==> config.mk <==
export PLATFORM = sky130hd
export DESIGN_NAME = level_ctrl_flat
export DESIGN_NICKNAME = d
export VERILOG_FILES = /design/src/rtl/level_ctrl_if.sv /design/src/rtl/level_ctrl.sv /design/src/flat_wrapper.sv
export SDC_FILE = /design/constraint.sdc
export NUM_CORES = 1
export LEC_CHECK = 0
export ABC_AREA = 0
export CORE_ASPECT_RATIO = 0.8
export CORE_MARGIN = 4
export CORE_UTILIZATION = 58
export DETAILED_ROUTE_END_ITERATION = 12
export PLACE_DENSITY = 0.84
export SLEW_MARGIN = 10
export SYNTH_ARGS = -nofsm -noshare
export SYNTH_HDL_FRONTEND = slang
export SYNTH_SLANG_ARGS = --single-unit
==> constraint.sdc <==
create_clock -name clk -period 4.4 [get_ports clk]
set_clock_uncertainty 0.15 [all_clocks]
set_input_delay 1.1 -clock clk [delete_from_list [all_inputs] [get_ports clk]]
set_output_delay 1.1 -clock clk [all_outputs]
set_load 0.05 [all_outputs]
==> src/rtl/level_ctrl_if.sv <==
// rtl/level_ctrl_if.sv - game-progression controller signal bundle
interface level_ctrl_if;
    logic       start_btn;
    logic       frame_tick;
    logic       all_collected;
    logic       crash;
    logic [1:0] level_id;
    logic       flag_clr;
    logic       player_rst;
    logic [1:0] lives;
    logic       banner;
    logic       game_won;
    logic       game_over;
    logic       playing;

    modport master (
        input  start_btn, frame_tick, all_collected, crash,
        output level_id, flag_clr, player_rst, lives,
        output banner, game_won, game_over, playing
    );

    modport slave (
        output start_btn, frame_tick, all_collected, crash,
        input  level_id, flag_clr, player_rst, lives,
        input  banner, game_won, game_over, playing
    );
endinterface

==> src/rtl/level_ctrl.sv <==
// rtl/level_ctrl.sv - start/level/clear/win/over sequencer feeding the flag stage
module level_ctrl #(
    parameter int NUM_LEVELS    = 3,
    parameter int LIVES_INIT    = 3,
    parameter int BANNER_FRAMES = 120,
    parameter int GUARD_CYCLES  = 2
) (
    input  logic         clk,
    input  logic         rst,
    level_ctrl_if.master bus
);
    typedef enum logic [2:0] {S_IDLE, S_PLAY, S_CLEAR, S_WIN, S_OVER} state_t;

    localparam logic [1:0] LAST_LEVEL = 2'(NUM_LEVELS);
    localparam logic [1:0] LIVES_LOAD = 2'(LIVES_INIT);
    localparam logic [7:0] BANNER_LD  = 8'(BANNER_FRAMES);
    localparam logic [3:0] GUARD_LD   = 4'(GUARD_CYCLES);

    state_t     state;
    logic       start_prev;
    logic       start_edge;
    logic [3:0] guard;
    logic [7:0] banner_cnt;

    assign start_edge = bus.start_btn & ~start_prev;

    // {playing, banner, game_won, game_over}; IDLE has none set
    function automatic logic [3:0] status(state_t s);
        case (s)
            S_PLAY:  return 4'b1000;
            S_CLEAR: return 4'b0100;
            S_WIN:   return 4'b0010;
            S_OVER:  return 4'b0001;
            default: return 4'b0000;
        endcase
    endfunction

    always_ff @(posedge clk) begin
        if (rst) begin
            state          <= S_IDLE;
            bus.level_id   <= 2'd0;
            bus.lives      <= LIVES_LOAD;
            bus.flag_clr   <= 1'b1;
            bus.player_rst <= 1'b1;
            start_prev     <= 1'b1;
            guard          <= 4'd0;
            banner_cnt     <= 8'd0;
            {bus.playing, bus.banner, bus.game_won, bus.game_over} <= 4'b0000;
        end else begin
            start_prev     <= bus.start_btn;
            bus.flag_clr   <= 1'b0;
            bus.player_rst <= 1'b0;
            case (state)
                S_IDLE, S_WIN, S_OVER: begin
                    if (start_edge) begin
                        state          <= S_PLAY;
                        bus.level_id   <= 2'd1;
                        bus.lives      <= LIVES_LOAD;
                        bus.flag_clr   <= 1'b1;
                        bus.player_rst <= 1'b1;
                        guard          <= GUARD_LD;
                        {bus.playing, bus.banner, bus.game_won, bus.game_over} <= status(S_PLAY);
                    end
                end
                S_PLAY: begin
                    if (guard != 4'd0)
                        guard <= guard - 4'd1;
                    // the guard hides the stale all_collected until the flag stage has seen flag_clr
                    if (guard == 4'd0 && bus.all_collected) begin
                        state      <= S_CLEAR;
                        banner_cnt <= BANNER_LD;
                        {bus.playing, bus.banner, bus.game_won, bus.game_over} <= status(S_CLEAR);
                    end else if (bus.crash) begin
                        if (bus.lives > 2'd1) begin
                            bus.lives      <= bus.lives - 2'd1;
                            bus.player_rst <= 1'b1;
                        end else begin
                            bus.lives    <= 2'd0;
                            bus.level_id <= 2'd0;
                            state        <= S_OVER;
                            {bus.playing, bus.banner, bus.game_won, bus.game_over} <= status(S_OVER);
                        end
                    end
                end
                S_CLEAR: begin
                    if (bus.frame_tick) begin
                        if (banner_cnt <= 8'd1) begin
                            if (bus.level_id >= LAST_LEVEL) begin
                                state        <= S_WIN;
                                bus.level_id <= 2'd0;
                                {bus.playing, bus.banner, bus.game_won, bus.game_over} <= status(S_WIN);
                            end else begin
                                state          <= S_PLAY;
                                bus.level_id   <= bus.level_id + 2'd1;
                                bus.flag_clr   <= 1'b1;
                                bus.player_rst <= 1'b1;
                                guard          <= GUARD_LD;
                                {bus.playing, bus.banner, bus.game_won, bus.game_over} <= status(S_PLAY);
                            end
                        end else begin
                            banner_cnt <= banner_cnt - 8'd1;
                        end
                    end
                end
                default: begin
                    state <= S_IDLE;
                    {bus.playing, bus.banner, bus.game_won, bus.game_over} <= status(S_IDLE);
                end
            endcase
        end
    end
endmodule

==> src/flat_wrapper.sv <==
// flat-port wrapper written by rule: the top's interface ports become plain ports
module level_ctrl_flat 
#(
    parameter int NUM_LEVELS    = 3,
    parameter int LIVES_INIT    = 3,
    parameter int BANNER_FRAMES = 120,
    parameter int GUARD_CYCLES  = 2
)
  (clk, rst, bus_start_btn, bus_frame_tick, bus_all_collected, bus_crash, bus_level_id, bus_flag_clr, bus_player_rst, bus_lives, bus_banner, bus_game_won, bus_game_over, bus_playing);
  level_ctrl_if bus_i ();
  input  logic clk;
  input  logic rst;
  input wire logic [$bits(bus_i.start_btn)-1:0] bus_start_btn;
  input wire logic [$bits(bus_i.frame_tick)-1:0] bus_frame_tick;
  input wire logic [$bits(bus_i.all_collected)-1:0] bus_all_collected;
  input wire logic [$bits(bus_i.crash)-1:0] bus_crash;
  output wire logic [$bits(bus_i.level_id)-1:0] bus_level_id;
  output wire logic [$bits(bus_i.flag_clr)-1:0] bus_flag_clr;
  output wire logic [$bits(bus_i.player_rst)-1:0] bus_player_rst;
  output wire logic [$bits(bus_i.lives)-1:0] bus_lives;
  output wire logic [$bits(bus_i.banner)-1:0] bus_banner;
  output wire logic [$bits(bus_i.game_won)-1:0] bus_game_won;
  output wire logic [$bits(bus_i.game_over)-1:0] bus_game_over;
  output wire logic [$bits(bus_i.playing)-1:0] bus_playing;
  assign bus_i.start_btn = bus_start_btn;
  assign bus_i.frame_tick = bus_frame_tick;
  assign bus_i.all_collected = bus_all_collected;
  assign bus_i.crash = bus_crash;
  assign bus_level_id = bus_i.level_id;
  assign bus_flag_clr = bus_i.flag_clr;
  assign bus_player_rst = bus_i.player_rst;
  assign bus_lives = bus_i.lives;
  assign bus_banner = bus_i.banner;
  assign bus_game_won = bus_i.game_won;
  assign bus_game_over = bus_i.game_over;
  assign bus_playing = bus_i.playing;
  level_ctrl #(.NUM_LEVELS(NUM_LEVELS), .LIVES_INIT(LIVES_INIT), .BANNER_FRAMES(BANNER_FRAMES), .GUARD_CYCLES(GUARD_CYCLES)) u_core (.clk(clk), .rst(rst), .bus(bus_i));
endmodule
==> impl_metrics.json <==
{
  "peakVddDrop_v": 0.000442,
  "drive_gt1_share_pct": 10.2,
  "yosys-top-cells-count": "dfxtp_1 (26), nor2_1 (22), a21oi_1 (9)",
  "gp_congestion": 0.884,
  "cp_num_buf_inv": 1,
  "final_nets": 179,
  "tritoncts.num_buffers": 3,
  "rsz0062_at_grt": "false",
  "start_util_pct": 62.1,
  "critPathKind": "primary input to flip-flop",
  "postSynthAreaPerCell_um2": 8.86,
  "dpl.hpwl_um": 2180,
  "min_path_type": "flip-flop to flip-flop",
  "slew_headroom_pct": 45.3,
  "syn_area_mm2": 0.00136,
  "cts.repair.resized": 0,
  "grt_max_degree": 22,
  "grt_pass1_vias": 1091,
  "die_x_um": 62.2,
  "worstPathArrival_ps": 2960,
  "required_ps": 4440,
  "dieArea_mm2": 0.00320,
  "wl_um": 2930,
  "setup_viol": 0,
  "worst_pin_slew_ps": 818,
  "synth_seq_cells": 26,
  "cp-end-kind": "flip-flop",
  "drc": 0,
  "pwr_density_cell_mw_per_mm2": 601,
  "crit_slowest_cell": "a32oi_1",
  "status": "finished clean",
  "dp_slack_ps": 1200,
  "post_drt_wl_per_cell_um": 15.3,
  "pin_count": 16,
  "n_fill_cell": 176,
  "synthArstFlopShare_pct": 0,
  "period_share_pct": 66.2,
  "drtIter0Drc": 52,
  "antenna_found_initial": 0,
  "via_per_inst": 5.95,
  "path_clk_slew_ps": 130,
  "drv_cap": 0,
  "p_comb_share_pct": 51.5,
  "fmax_ghz": 0.343,
  "cts_setup_buffers": 0,
  "area_growth_pct": 13.1,
  "reg2reg_slack_ps": 2120,
  "clk_latency_ps": 330,
  "synth_area_leaders": "dfxtp_1 (38%), nor2_1 (6.1%), xor2_1 (3.9%)",
  "cts_tree": "built",
  "postSynthCellCount": 154,
  "dr.pass1.iters": 4,
  "h-tree-depth": 1,
  "finalHoldViolCount": 0,
  "grt_pass1_wl_um": 5090,
  "finalMaxSlewViolations": 0,
  "cp_cell_sequence": "clkdlybuf4s50_1 -> nand3b_1 -> a32oi_1 -> nand3_1 -> mux2i_1 -> nor2_1",
  "synth_edf_count": 0,
  "r2r-start": "u_core.banner_cnt[0]",
  "critPathTopFamily": "compound AO/OA/AOI/OAI gates",
  "root_buffer": "clkbuf_4",
  "cp-start-kind": "primary input",
  "core-area_mm2": 0.00220,
  "yosysWarnings": 0,
  "fin_crit_ps": 2910,
  "p_seq_share_pct": 37.6,
  "worst_slack_ps": 1490,
  "synth_most_common_cell": "dfxtp_1",
  "min_to": "u_core.banner_cnt[7]",
  "cts.sinks": 26,
  "slowest_delay_ps": 570,
  "yosysTopAreaCell": "dfxtp_1",
  "min-delay-start": "u_core.banner_cnt[7]",
  "numPortBuffers": 15,
  "r2r_end": "u_core.banner_cnt[7]",
  "fin_setup_tns_ps": 0,
  "hold_depth": 2,
  "cts_hold_buf": 0,
  "crit_fanout": 7,
  "seq_area_frac_synth_pct": 38.2,
  "multiInputGateArea_um2": 792,
  "die_y_um": 51.4,
  "ys.flop_type": "dfxtp_1",
  "cp.depth": 6,
  "rows": 15,
  "finalPower_uw": 928,
  "grtUsageTotal_pct": 20.4,
  "syn-num-nets": 164,
  "postRouteAntennaNets": 0,
  "synth.top_cell.area_share_pct": 38.2,
  "vias": 1143,
  "p_sw_uw": 406,
  "p_leak_nw": 0.577,
  "p_int_uw": 521,
  "clkPwrFrac_pct": 10.9,
  "grt.overflow.total": 0,
  "reg2regPathDepth": 7,
  "cts.path.max_buffers": 2,
  "p_sw_share_pct": 43.8,
  "seqCellArea_um2": 520,
  "num_antenna_cells": 0,
  "synth.distinct_cells": 45
}
flip-flops by register name (all words and copies together) (netlist names):
| signal | cells |
|---|---|
| u_core.start_prev | 1 |
| u_core.banner_cnt | 8 |
| u_core.guard | 4 |
| u_core.bus.flag_clr | 1 |
| u_core.bus.game_over | 1 |
| u_core.bus.level_id | 2 |
| u_core.bus.game_won | 1 |
| u_core.bus.lives | 2 |
| u_core.bus.playing | 1 |
| u_core.bus.player_rst | 1 |
| u_core.state | 3 |
| u_core.bus.banner | 1 |
routing by layer:
layer  global-route usage (%)  share of wire, %  vias up  routed length [um]
li1                         -                 -      574                   -
met1                     27.9                50      531                1480
met2                     29.8                42       33                1230
met3                     6.37               6.3        5                 185
met4                     7.58               1.4        0                  42
met5                        0                 0        -                   0
cell families (layout without fill, tap and decap cells):
family          Yosys count  after routing  synth area share [%]
compound gates           31             31                  17.6
xor+xnor                  8              8                  5.14
fa+ha+maj                 4              4                  3.67
buf+inv                  12             25                  3.76
flops                    26             26                  38.2
mux                       4              4                  2.94
simple gates             69             69                  28.7
worst max-delay path by stage:
stage,from,endpoint
finish,bus_start_btn,u_core.bus.playing
global route,bus_start_btn,u_core.bus.playing
CTS,u_core.bus.level_id[0],bus_level_id[0]
detailed placement,bus_start_btn,u_core.bus.playing
global placement,bus_start_btn,u_core.bus.game_won
floorplan,bus_start_btn,u_core.bus.game_won
cell type report:
cell class,count,area share [%]
multi-input combinational,116,51.3
sequential,26,33.7
timing repair buffer,15,9.73
tap,25,2.03
inverter,7,1.70
clock buffer,3,1.46
stage by stage:
stage / utilization (%) / hold slack, ps / cells / instance area [um^2]
after floorplan: - / 306 / 154 / 1360
after global placement: 69.2 / 320 / 189 / 1520
after detailed placement: 69.2 / 338 / 189 / 1520
after CTS: 70.3 / 356 / 192 / 1540
after global routing: 70.3 / 388 / 192 / 1540
final: 70.3 / 356 / 192 / 1540
power groups by stage:
stage               clock [mW]  sequential [mW]  combinational [mW]
finish                   0.101            0.349               0.478
global route             0.114            0.357               0.521
CTS                      0.104            0.347               0.477
detailed placement           0            0.352               0.475
global placement             0            0.349               0.460
floorplan                    0            0.401               0.315
worst min-delay path: cells and delay by family (launching register included):
kind	cells	cell delay, ps
flip-flops	1	350
AO/OA/AOI/OAI	2	130
cells in the final DEF, fill, tap and decap left out, types with 2 or more instances in the layout:
master / count
nor2b_1: 3
or3b_2: 2
nand2_1: 6
nand3_1: 5
clkbuf_4: 3
xor2_1: 6
or2_2: 3
a21oi_1: 9
nand2b_1: 6
inv_1: 7
o21ai_0: 5
a211oi_1: 2
ha_1: 4
mux2i_1: 4
nand4_1: 3
nor3_1: 6
a21o_1: 3
and2_1: 3
nor2_1: 22
dfxtp_1: 26
clkdlybuf4s50_1: 15
a32oi_1: 2
xnor2_1: 2
(Power assumes the default switching activity.)
